[src/rtl/operand_loader.sv]
// Byte-serial operand loader: assembles four 16-bit operands from an 8-byte frame,
// waits a settle time, captures the single-bit result and hands it off over valid/ack.
module operand_loader #(
  parameter int SETTLE_CYCLES = 1
) (
  input  logic        clk,
  input  logic        rst,
  input  logic        clear,
  input  logic [7:0]  byte_in,
  input  logic        byte_valid,
  output logic        byte_ready,
  output logic [15:0] A,
  output logic [15:0] B,
  output logic [15:0] C,
  output logic [15:0] D,
  input  logic        result_in,
  output logic        result_out,
  output logic        result_valid,
  input  logic        result_ack,
  output logic [7:0]  frame_count
);

  localparam logic [3:0] SETTLE_INIT = 4'(SETTLE_CYCLES - 1);

  typedef enum logic [1:0] {
    LOAD   = 2'd0,
    SETTLE = 2'd1,
    HOLD   = 2'd2
  } state_t;

  state_t          state_q, state_d;
  logic [2:0]      idx_q, idx_d;
  logic [3:0]      cnt_q, cnt_d;
  logic [6:0][7:0] shadow_q, shadow_d;
  logic [15:0]     a_q, a_d, b_q, b_d, c_q, c_d, d_q, d_d;
  logic            res_q, res_d;
  logic            rv_q, rv_d;
  logic [7:0]      fc_q, fc_d;

  always_comb begin
    state_d  = state_q;
    idx_d    = idx_q;
    cnt_d    = cnt_q;
    shadow_d = shadow_q;
    a_d      = a_q;
    b_d      = b_q;
    c_d      = c_q;
    d_d      = d_q;
    res_d    = res_q;
    rv_d     = rv_q;
    fc_d     = fc_q;

    if (clear) begin
      // Abort: partial shadow bytes become irrelevant once the index restarts.
      state_d = LOAD;
      idx_d   = 3'd0;
      cnt_d   = 4'd0;
      rv_d    = 1'b0;
    end else begin
      case (state_q)
        LOAD: begin
          if (byte_valid) begin
            if (idx_q == 3'd7) begin
              // Final byte: publish the whole frame on one edge.
              a_d     = {shadow_q[1], shadow_q[0]};
              b_d     = {shadow_q[3], shadow_q[2]};
              c_d     = {shadow_q[5], shadow_q[4]};
              d_d     = {byte_in, shadow_q[6]};
              idx_d   = 3'd0;
              cnt_d   = SETTLE_INIT;
              state_d = SETTLE;
            end else begin
              for (int i = 0; i < 7; i++) begin
                if (idx_q == 3'(i)) shadow_d[i] = byte_in;
              end
              idx_d = idx_q + 3'd1;
            end
          end
        end
        SETTLE: begin
          if (cnt_q == 4'd0) begin
            res_d   = result_in;
            rv_d    = 1'b1;
            state_d = HOLD;
          end else begin
            cnt_d = cnt_q - 4'd1;
          end
        end
        HOLD: begin
          if (result_ack) begin
            rv_d    = 1'b0;
            fc_d    = fc_q + 8'd1;
            state_d = LOAD;
          end
        end
        default: begin
          state_d = LOAD;
          idx_d   = 3'd0;
        end
      endcase
    end
  end

  always_ff @(posedge clk) begin
    if (rst) begin
      state_q <= LOAD;
      idx_q   <= 3'd0;
      cnt_q   <= 4'd0;
      a_q     <= 16'h0000;
      b_q     <= 16'h0000;
      c_q     <= 16'h0000;
      d_q     <= 16'h0000;
      res_q   <= 1'b0;
      rv_q    <= 1'b0;
      fc_q    <= 8'd0;
    end else begin
      state_q <= state_d;
      idx_q   <= idx_d;
      cnt_q   <= cnt_d;
      a_q     <= a_d;
      b_q     <= b_d;
      c_q     <= c_d;
      d_q     <= d_d;
      res_q   <= res_d;
      rv_q    <= rv_d;
      fc_q    <= fc_d;
    end
  end

  // Shadow bytes are always overwritten before use, so they carry no reset.
  always_ff @(posedge clk) begin
    shadow_q <= shadow_d;
  end

  assign byte_ready   = (state_q == LOAD);
  assign A            = a_q;
  assign B            = b_q;
  assign C            = c_q;
  assign D            = d_q;
  assign result_out   = res_q;
  assign result_valid = rv_q;
  assign frame_count  = fc_q;

endmodule

[config.mk]
export PLATFORM = sky130hd
export DESIGN_NAME = operand_loader
export DESIGN_NICKNAME = d
export VERILOG_FILES = /design/src/rtl/operand_loader.sv
export SDC_FILE = /design/constraint.sdc
export NUM_CORES = 1
export LEC_CHECK = 0
export ABC_AREA = 1
export CAP_MARGIN = 15
export CORE_MARGIN = 2
export CORE_UTILIZATION = 45
export CTS_CLUSTER_SIZE = 40
export DETAILED_ROUTE_END_ITERATION = 16
export PLACE_DENSITY = 0.68
export SETUP_SLACK_MARGIN = 0.02
export SLEW_MARGIN = 15
export SYNTH_ARGS = -nofsm -noshare
export SYNTH_HDL_FRONTEND = slang
export SYNTH_SLANG_ARGS = --single-unit
[constraint.sdc]
create_clock -name clk -period 4.4 [get_ports clk]
set_input_delay 0.44 -clock clk [delete_from_list [all_inputs] [get_ports clk]]
set_output_delay 0.44 -clock clk [all_outputs]
set_load 0.01 [all_outputs]
# Word level (Yosys, flattened, before mapping)
# Cells that the tools add are included.
# word_totals
register_bits	139
latchBits	0
ram_bits	0
rom_bits	0
in_bits	14
wordCells	73
mem_count	0
# classes
addsub	3
mul	0
n_div	0
n_lt_le_gt_ge	0
n_eq_ne	14
shift	0
muxes	15
bitwise	3
reduce_logical	21
# ops
cell	count
AND reduction 5 bit	7
== test 3 bit, second input constant	4
2-to-1 mux 4 bit	3
AND reduction 4 bit	3
AND reduction 3 bit	3
adder 8 x 1 -> 8 bit, second input constant	1
2-to-1 mux 2 bit	4
!= test 2 bit, second input constant	4
case mux 4 bit (2 select lines)	1
== test 3 x 2 -> 1 bit, second input constant	2
2-to-1 mux 3 bit	2
case mux 2 bit (3 select lines)	1
case mux 3 bit (2 select lines)	1
logical NOT 4 bit	1
nonzero test 2 bit	2
OR reduction 2 bit	2
subtractor 4 x 1 -> 4 bit, second input constant	1
adder 3 x 1 -> 3 bit, second input constant	1
== test 3 x 1 -> 1 bit, second input constant	1
logical NOT 3 bit	1
inverter 1 bit	3
== test 2 x 1 -> 1 bit, second input constant	1
== test 2 bit, second input constant	1
logical NOT 2 bit	1
other kinds (4)	5

# Logic depth before layout (Yosys ltp)
# logic_depth
ltp_word	4
ltp_mapped	9
mapped_depth_nobuf	9

# Least setup slack after synthesis
# Ideal clock, no wire load.
# synth_timing
path_kind	reg2reg
from	register idx_q[0]
to	register shadow_q[0] in the netlist's numbering, enable pin
setup_time_ns	0.383
t_arrival_ns	1.631
path_slack_ns	2.385
stages_incl_launch_ff	6
n_path_buf	0
period_less_slack_ns	2.015
path_cell_list	dfxtp_1 -> ha_1 -> ha_1 -> inv_1 -> nand3_1 -> nor3_1
# synth_via
elab_chain_len	3
word_cells_on_any_way	4
# synth_rtl
element	line_no	text
from (decl)	32	logic [2:0] idx_q, idx_d;
from (signal assigned)	118	idx_q <= idx_d;
== test 3 bit	63	if (idx_q == 3'd7) begin
inverter 1 bit (no source line)	n/a	
AND reduction 5 bit (no source line) (*)	n/a	
to (signal assigned)	132	shadow_q <= shadow_d;
to (decl)	34	logic [6:0][7:0] shadow_q, shadow_d;
# Mark *: on every way between the ends. The rest lies on a longest branch, timed or not.
# A chain may end at the register's enable or synchronous reset.

# Worst setup path after layout
# layout_timing
from	register idx_q[0]
to	register shadow_q[43] in the netlist's numbering, enable pin
# Same word-level chain as after synthesis.

==> results.txt <==
Mapped Nets: 538
GR Layer Usage met2: 29.3%
TritonCTS clock tree: done
Skew final: 4.68 ps
Die Wd: 111 um
Tot GR Track Use: 17.8%
Crit path DAT: 2460 ps
Vias: 3629
Fill cells: 1007
Grt peak-use layer: met2
Post-CTS setup buffers: 0
Slew at the pin with the worst max-slew slack: 1070 ps
VDD IR max: 0.297 mV
Average wire per standard cell: 13.8 um
Number of global-route vias before repair: 3472
Post_cts resized: 0
Reg clk slew, reported paths: 60 ps
Max-cap viol count: 0
Yosys warning total: 0
Hold buffer count at CTS: 0
P per Cell Area: 427 nW/um2
Final period util: 55.3%
Starting Density: 45.6%
DPL Wire Length: 6.86 mm
Core area: 11300 um2
Tmin final: 2430 ps
Storage cell area: 3340 um2
Aggregate global routing overflow: 0
Final nets: 626
Worst stage delay on the critical path: 890 ps
Final WS setup: 1970 ps
Area of the multi-input gates: 1470 um2
Post-place setup slack: 1770 ps
Port Buffers: 88
Endpoint class of the critical path: flip-flop
Met1 Use GR: 21.7%
Die area: 12300 um2
Post-route DRC: 0
Layout cells sized above 1: 6.06%
Main flop type after synthesis: dfxtp_1
Post-route setup TNS: 0 ps
Final Non-Filler Cells: 754
Vias per inst: 4.81
Distinct cells, synth: 20
Cell accounting for the most synthesized area: edfxtp_1
Outcome: completed
Pre-antenna DRT Iters: 4
Initial antenna violation count: 0
Routed WL: 10.4 mm
Diodes inserted: 0
Syn avg cell area: 10.1 um2
Leakage: 2.41 nW
Critical path required time: 4430 ps
Chip height: 111 um
CTS buffer count: 17
Hold_ws: 474 ps
Crit-path max FO: 8
CP max stage cell: nor3_1
RSZ-0062 raised after global routing: no
Sink Count: 139
Synth Cell Area: 5130 um2
Longest Clk Path Bufs: 2
Sequential element share of the synthesized area: 65.1%
Largest net degree at the start of global routing: 73
Crit path kind: reg2reg
GR met3 Demand/Resource: 6.12%
First DRT Iteration DRCs: 163
Share of the synthesized area in the top cell type: 32.7%
GP Congestion: 0.795
Crit path buffers/inverters: 1
First-pass GRT wire length: 17.1 mm
Maximum level of the CTS H-tree: 4
Most common cell in the netlist: nor2_1
Async SR Flop Fraction: 0%
Slew headroom: 28.2%
Post-synth EDFFs: 56
Area Overhead vs Synth: 29.0%
Post-synthesis instance total: 510
Cells after DPL: 722
I/O pin total: 89
Synth Register Bits: 139
Setup violators final: 0
Root Driver: clkbuf_16
Most frequent CP cell: ha_1
Total power: 2.83 mW
Antenna-violating nets left: 0
Worst-Skew Late Latency: 410 ps
Max Fclk: 0.411 GHz
# rows: 39
Commonest cells post-synth: 153 x nor2_1, 83 x dfxtp_1, 57 x o21ai_1
Slew Viols, Final: 0
Crit start category: flip-flop
Top delay family on crit path: simple AND/OR/NAND/NOR gates
Area contributors post-synth: edfxtp_1 33%, dfxtp_1 32%, nor2_1 11%
HP Class: reg2reg
Critical path, cell by cell: ha_1 -> ha_1 -> inv_1 -> nand3_1 -> nor3_1
Hold Fails Final Rpt: 0
## worst min-delay path, cell delays in order (launching register included)
cell and delay, ps:
edfxtp_1 320, o21ai_1 60, nor2_1 70
## cells in the final DEF, fill, tap and decap left out, drive strengths merged, types with 7 or more instances in the layout
master | Yosys | layout
inv | 38 | 38
clkbuf | 7 | 27
clkdlybuf4s50 | 0 | 88
edfxtp | 56 | 56
nor3 | 7 | 7
o21ai | 71 | 71
nand3 | 17 | 17
ha | 14 | 14
nand2 | 33 | 33
nor2 | 156 | 156
dfxtp | 83 | 83
a21oi | 10 | 10
## metrics by stage
stage,utilization (%),cell area [um2]
after CTS,58.8,6630
after detailed placement,53.5,6030
after global placement,53.5,6030
after floorplan,-,5130
final,58.8,6630
after global routing,58.8,6630
## registers in the layout, summed over array words and instances, names as in the netlist
signal / flops
state_q: 2
D: 16
frame_count: 8
A: 16
result_out: 1
result_valid: 1
B: 16
cnt_q: 4
shadow_q: 56
C: 16
idx_q: 3
## layout make-up
class	instances	share of cell area (%)
Sequential cell	139	50.5
Multi-Input combinational cell	313	22.2
Timing Repair Buffer	89	13.4
Clock buffer	27	7.76
Tap cell	143	2.70
Inverter	38	2.19
Clock inverter	5	1.23
## per-layer routing
| layer | part of all wire [%] | vias to the layer above | wire [um] |
|---|---|---|---|
| met4 | 1.1 | 0 | 114 |
| met3 | 6.0 | 9 | 626 |
| met1 | 45 | 1666 | 4710 |
| li1 | - | 1853 | - |
| met2 | 48 | 101 | 4990 |
| met5 | 0 | - | 0 |
## worst paths after layout
kind,to,from,cells after the start,slack (ps)
worst max-delay path,shadow_q[43],idx_q[0],5,1970
worst min-delay path,B[0],shadow_q[16],2,470
worst max register to register,shadow_q[43],idx_q[0],5,1970
worst min register to register,B[0],shadow_q[16],2,470
## kinds of logic (layout without fill, tap and decap cells)
| group | count (synthesis) | in the layout | share of synthesized area, % |
|---|---|---|---|
| adders and majority gates | 14 | 14 | 3.41 |
| and+or+nand+nor | 215 | 215 | 16.7 |
| buffers and inverters | 58 | 159 | 6.19 |
| AOI/OAI and AO/OA | 84 | 84 | 8.55 |
| DFF | 139 | 139 | 65.1 |
## where the power goes
group          internal [mW]  switching [mW]  total [mW]
clock                  0.913           0.492        1.41
combinational         0.0245          0.0456      0.0701
sequential              1.35         0.00297        1.35
Power figures use the tool's default switching activity.
